--- src/rtl/matrix_result_collector_if.sv ---
// Result-collector bus: multiplier result capture on one side, C-matrix element readout on the other.
interface matrix_result_collector_if #(
  parameter int DW = 17,
  parameter int IW = 2
);
  logic signed [DW-1:0] in_data;
  logic                 in_strobe;
  logic signed [DW-1:0] c_data;
  logic [IW-1:0]        c_idx;
  logic                 c_last;
  logic                 c_valid;
  logic                 c_ready;
  logic                 ovf;
  logic                 clr_ovf;

  modport master (
    output in_data, in_strobe, c_ready, clr_ovf,
    input  c_data, c_idx, c_last, c_valid, ovf
  );

  modport slave (
    input  in_data, in_strobe, c_ready, clr_ovf,
    output c_data, c_idx, c_last, c_valid, ovf
  );
endinterface

--- src/rtl/matrix_result_collector.sv ---
// Collects strobed multiplier results into 2x2 C matrices in a ping-pong pair of banks
// and drains them element by element over a valid/ready port.
module matrix_result_collector #(
  parameter int DW     = 17,
  parameter int N_ELEM = 4,
  parameter int PERIOD = 5,
  localparam int IW    = $clog2(N_ELEM)
) (
  input  logic                      clk,
  input  logic                      rst,
  matrix_result_collector_if.slave  bus
);

  logic signed [DW-1:0] mem [2][N_ELEM];

  logic [2:0]    phase;
  logic          strobe_q;
  logic          cap;
  logic [IW-1:0] wr_idx;
  logic [IW-1:0] rd_idx;
  logic          wr_bank;
  logic          rd_bank;
  logic          dropping;
  logic [1:0]    bank_full;
  logic          ovf;

  logic first_wr, drop_now, drop_eff, wr_last;
  logic c_valid, rd_fire, rd_last;

  // IN_STROBE is a level: capture on its rising edge, then every PERIOD cycles while high
  assign cap      = bus.in_strobe & (~strobe_q | (phase == 3'(PERIOD - 1)));
  assign first_wr = (wr_idx == '0);
  assign drop_now = cap & first_wr & bank_full[wr_bank];
  assign drop_eff = first_wr ? bank_full[wr_bank] : dropping;
  assign wr_last  = (wr_idx == IW'(N_ELEM - 1));

  assign c_valid  = bank_full[rd_bank];
  assign rd_fire  = c_valid & bus.c_ready;
  assign rd_last  = (rd_idx == IW'(N_ELEM - 1));

  assign bus.c_valid = c_valid;
  assign bus.c_data  = c_valid ? mem[rd_bank][rd_idx] : '0;
  assign bus.c_idx   = rd_idx;
  assign bus.c_last  = c_valid & rd_last;
  assign bus.ovf     = ovf;

  always_ff @(posedge clk) begin
    if (cap & ~drop_eff) mem[wr_bank][wr_idx] <= bus.in_data;
  end

  always_ff @(posedge clk) begin
    if (rst) begin
      phase     <= '0;
      strobe_q  <= 1'b0;
      wr_idx    <= '0;
      rd_idx    <= '0;
      wr_bank   <= 1'b0;
      rd_bank   <= 1'b0;
      dropping  <= 1'b0;
      bank_full <= '0;
      ovf       <= 1'b0;
    end else begin
      strobe_q <= bus.in_strobe;
      phase    <= (cap | ~bus.in_strobe) ? 3'd0 : phase + 3'd1;

      // Read side frees a bank; it never targets the bank currently being filled
      if (rd_fire) begin
        if (rd_last) begin
          rd_idx             <= '0;
          bank_full[rd_bank] <= 1'b0;
          rd_bank            <= ~rd_bank;
        end else begin
          rd_idx <= rd_idx + 1'b1;
        end
      end

      if (cap) begin
        if (wr_last) begin
          wr_idx   <= '0;
          dropping <= 1'b0;
          if (!drop_eff) begin
            bank_full[wr_bank] <= 1'b1;
            wr_bank            <= ~wr_bank;
          end
        end else begin
          wr_idx   <= wr_idx + 1'b1;
          dropping <= drop_eff;
        end
      end else if (!bus.in_strobe) begin
        // strobe dropped mid-matrix: discard the partial matrix
        wr_idx   <= '0;
        dropping <= 1'b0;
      end

      if (drop_now)         ovf <= 1'b1;
      else if (bus.clr_ovf) ovf <= 1'b0;
    end
  end

endmodule

--- src/flat_wrapper.sv ---
// flat-port wrapper written by rule: the top's interface ports become plain ports
module matrix_result_collector_flat 
#(
  parameter int DW     = 17,
  parameter int N_ELEM = 4,
  parameter int PERIOD = 5,
  localparam int IW    = $clog2(N_ELEM)
)
  (clk, rst, bus_in_data, bus_in_strobe, bus_c_ready, bus_clr_ovf, bus_c_data, bus_c_idx, bus_c_last, bus_c_valid, bus_ovf);
  matrix_result_collector_if #(.DW(DW), .IW(2)) bus_i ();
  input  logic clk;
  input  logic rst;
  input wire logic [$bits(bus_i.in_data)-1:0] bus_in_data;
  input wire logic [$bits(bus_i.in_strobe)-1:0] bus_in_strobe;
  input wire logic [$bits(bus_i.c_ready)-1:0] bus_c_ready;
  input wire logic [$bits(bus_i.clr_ovf)-1:0] bus_clr_ovf;
  output wire logic [$bits(bus_i.c_data)-1:0] bus_c_data;
  output wire logic [$bits(bus_i.c_idx)-1:0] bus_c_idx;
  output wire logic [$bits(bus_i.c_last)-1:0] bus_c_last;
  output wire logic [$bits(bus_i.c_valid)-1:0] bus_c_valid;
  output wire logic [$bits(bus_i.ovf)-1:0] bus_ovf;
  assign bus_i.in_data = bus_in_data;
  assign bus_i.in_strobe = bus_in_strobe;
  assign bus_i.c_ready = bus_c_ready;
  assign bus_i.clr_ovf = bus_clr_ovf;
  assign bus_c_data = bus_i.c_data;
  assign bus_c_idx = bus_i.c_idx;
  assign bus_c_last = bus_i.c_last;
  assign bus_c_valid = bus_i.c_valid;
  assign bus_ovf = bus_i.ovf;
  matrix_result_collector #(.DW(DW), .N_ELEM(N_ELEM), .PERIOD(PERIOD)) u_core (.clk(clk), .rst(rst), .bus(bus_i));
endmodule
--- config.mk ---
export PLATFORM = sky130hd
export DESIGN_NAME = matrix_result_collector_flat
export DESIGN_NICKNAME = d
export VERILOG_FILES = /design/src/rtl/matrix_result_collector_if.sv /design/src/rtl/matrix_result_collector.sv /design/src/flat_wrapper.sv
export SDC_FILE = /design/constraint.sdc
export NUM_CORES = 1
export LEC_CHECK = 0
export BUFFER_PORTS_ARGS = -buffer_cell sky130_fd_sc_hd__buf_2
export CAP_MARGIN = 25
export CORE_ASPECT_RATIO = 0.8
export CORE_UTILIZATION = 44
export CTS_BUF_LIST = sky130_fd_sc_hd__clkbuf_16
export DETAILED_ROUTE_END_ITERATION = 16
export GPL_TIMING_DRIVEN = 0
export PLACE_DENSITY = 0.71
export SLEW_MARGIN = 20
export SYNTH_ARGS = -nofsm -noshare
export SYNTH_HDL_FRONTEND = slang
export SYNTH_SLANG_ARGS = --single-unit
--- constraint.sdc ---
create_clock -name clk -period 3.5 [get_ports clk]
set_clock_uncertainty 0.05 [all_clocks]
set_input_delay 0.7 -clock clk [delete_from_list [all_inputs] [get_ports clk]]
set_output_delay 0.7 -clock clk [all_outputs]
set_load 0.005 [all_outputs]
==> qor.txt <==
Clock latency on the worst-skew pair = 410 ps
Fillers = 991
Top area cells in the synthesized netlist = edfxtp_1 69%, mux4_2 13%, dfxtp_1 5.1%
Met3 usage = 4.57%
DRC = 0
Max-cap violations = 0
GRT Util Overall = 17.5%
WL per Instance = 20.1 µm
DP HPWL = 6930 µm
Reg-to-reg endpoint = u_core.mem[1][30]
First-pass GRT wire length = 17500 µm
Global routing met1 resource utilization = 21.7%
Core ar. = 0.0130 mm²
Largest net degree at the start of global routing = 18
Leak pwr = 2.40 nW
Vias in the first global route = 3123
H-tree level count = 4
CP bufs+invs = 3
Cell variety after synth = 30
Starting density of the core = 45.5%
Antenna Nets Post-Route = 0
Max-slew violation count = 0
RSZ-0062 raised after global routing = no
Sequential share of the synthesized area = 74.1%
Switching part of the total = 18.3%
Outcome = completed
Setup violations, final = 0
Most used routing layer = met2
CP top delay family = buffers and inverters
Critical path class = flip-flop to output port
Part of the power in combinational logic = 2.4%
Final hold vios = 0
Cell area power density = 556 mW/mm²
Syn nets = 331
Most common cell after layout, fill and taps aside = edfxtp_1
Post-synth top area cell = edfxtp_1
Die area = 0.0139 mm²
Final core occ = 54.1%
1st-pass router iterations = 4
Crit-path cells = clkbuf_1 > clkbuf_1 > mux4_2 > mux2i_1 > nor2_1 > buf_2
Final period util = 95.6%
Worst path depth = 6
Internal power = 3.20 mW
CP max-delay cell = clkbuf_1
WP data arrival = 2600 ps
Top-area cell type share of the netlist area = 69.0%
PortBufs = 43
CP required = 2750 ps
Yosys reg bits = 151
Hold WC Path Type = flip-flop to flip-flop
Clock share of power = 46.6%
Routed vias/inst = 5.25
I/O pin total = 44
Synthesis-to-finish area growth = 19.0%
Layout cells sized above 1 = 32.9%
Reg-to-Reg Start = u_core.wr_bank
Synthesized area per cell = 19.6 µm²
CP endpoint = bus_c_data[7]
CTS tree = done
Max Freq = 0.299 GHz
Fin crit period = 3350 ps
Sequential cell area = 0.00438 mm²
Worst slew pin tran = 995 ps
Hold_ws = 406 ps
CTS Root Cell = clkbuf_16
Flop pwr share = 51.0%
Initial antenna violation count = 0
Switching Power = 0.716 mW
Final wirelength = 11200 µm
Die height = 106 µm
Worst R2R Path Depth = 4
Clock slew at reported path FFs = 60 ps
YS warnings = 0
Most frequent cells in the layout = 136 x edfxtp_1, 48 x buf_2, 34 x mux4_2
Slew HR = 33.7%
GR Overflow Total = 0
Layout Nets = 400
CTS Buffer Depth = 2
Worst Path Max Fanout = 10
Die Wd = 132 µm
Max incr delay on CP = 580 ps
Flop2flop setup slack = 900 ps
Area of the multi-input gates = 0.00145 mm²
Crit path capture type = output port
Global Route met2 Usage = 29.5%
Ant. Diodes = 0
Sink Count = 151
Num CTS Buffers = 17
Setup Buffers After CTS = 0
DR iter-0 viols = 242
Cells after Synth = 302
RePlAce Congestion = 0.687
Mapped Area = 0.00592 mm²
DR vias = 2928
Row cnt = 37
CP dominant cell by count = clkbuf_1
CP Launch Type = flip-flop
Worst Setup SP = u_core.bus.c_idx[0]
VDD IR max = 0.000363 V
## power groups by stage
stage / logic, mW / registers [mW] / clock network, mW
final: 0.0945 / 2.00 / 1.82
after detailed placement: 0.0949 / 2.03 / 0
after floorplan: 0.0469 / 2.03 / 0
after global routing: 0.105 / 2.00 / 1.92
after global placement: 0.0848 / 2.03 / 0
after CTS: 0.0957 / 2.00 / 1.84
## Yosys cell counts
cell type,count
and2_1,1
nand3_1,1
xnor2_1,2
o21ai_0,1
nor2_1,32
edfxtp_1,136
nand3b_1,2
mux4_2,34
nor2b_1,2
a21oi_1,3
mux2_4,2
nand2b_1,1
nor3_1,3
buf_6,1
a2111oi_0,1
buf_1,2
or3_1,1
buf_2,5
ha_1,7
dfxtp_1,15
a2bb2oi_1,1
o31ai_1,2
clkbuf_1,5
nand2_2,1
inv_1,9
mux2i_1,21
a21boi_1,1
nand2_1,4
a2111oi_4,1
and3_1,5
## timing repair
action                     in CTS  in global routing
gates resized for setup         0                  3
setup endpoints to repair       0                 11
hold buffers                    0                  0
## registers in the layout, summed over array words and instances (netlist names), named ones only
register          flops
u_core.bus.ovf        1
u_core.bus.c_idx      2
u_core.dropping       1
u_core.phase          3
u_core.mem          136
u_core.wr_bank        1
u_core.wr_idx         2
u_core.rd_bank        1
u_core.strobe_q       1
u_core.bank_full      2
## kinds of logic after synthesis
group,after synthesis,share of synthesized area [%]
flops,151,74.1
mux,57,17.0
simple gates,53,4.04
buf+inv,22,1.63
compound gates,10,1.48
fa+ha+maj,7,1.48
xor+xnor,2,0.296
## per-stage QoR
step                cell area [µm²]  worst slack [ps]  cells  setup TNS, ps  total power [mW]
floorplan                      5920               928    302              0              2.08
global placement               6350              -244    520          -8130              2.12
detailed placement             6450               520    527              0              2.13
CTS                            7040              61.1    558              0              3.94
global route                   7040              5.14    558              0              4.02
finish                         7040               153    558              0              3.91
## layer usage
metal | vias to the layer above | part of all wire (%)
li1 | 1337 | -
met1 | 1514 | 44
met2 | 62 | 51
met3 | 15 | 3.8
met4 | 0 | 1.7
met5 | - | 0
## worst min path at each step
| stage | start | to | depth (start not counted) |
|---|---|---|---|
| 6_report | u_core.phase[0] | u_core.phase[0] | 1 |
| 3_5_place_dp | u_core.phase[0] | u_core.phase[0] | 1 |
| 4_1_cts | u_core.phase[0] | u_core.phase[0] | 1 |
| 5_1_grt | u_core.phase[0] | u_core.phase[0] | 1 |
| 3_3_place_gp | u_core.phase[0] | u_core.phase[0] | 1 |
| 2_1_floorplan | u_core.phase[0] | u_core.phase[0] | 1 |
## cell type report
cell class / count / area share (%)
sequential: 151 / 62.3
multi-input combinational: 129 / 20.6
clock buffer: 17 / 6.04
timing repair buffer: 50 / 4.18
tap: 175 / 3.11
clock inverter: 14 / 2.36
buffer: 13 / 0.924
inverter: 9 / 0.480
Power figures use the tool's default switching activity.
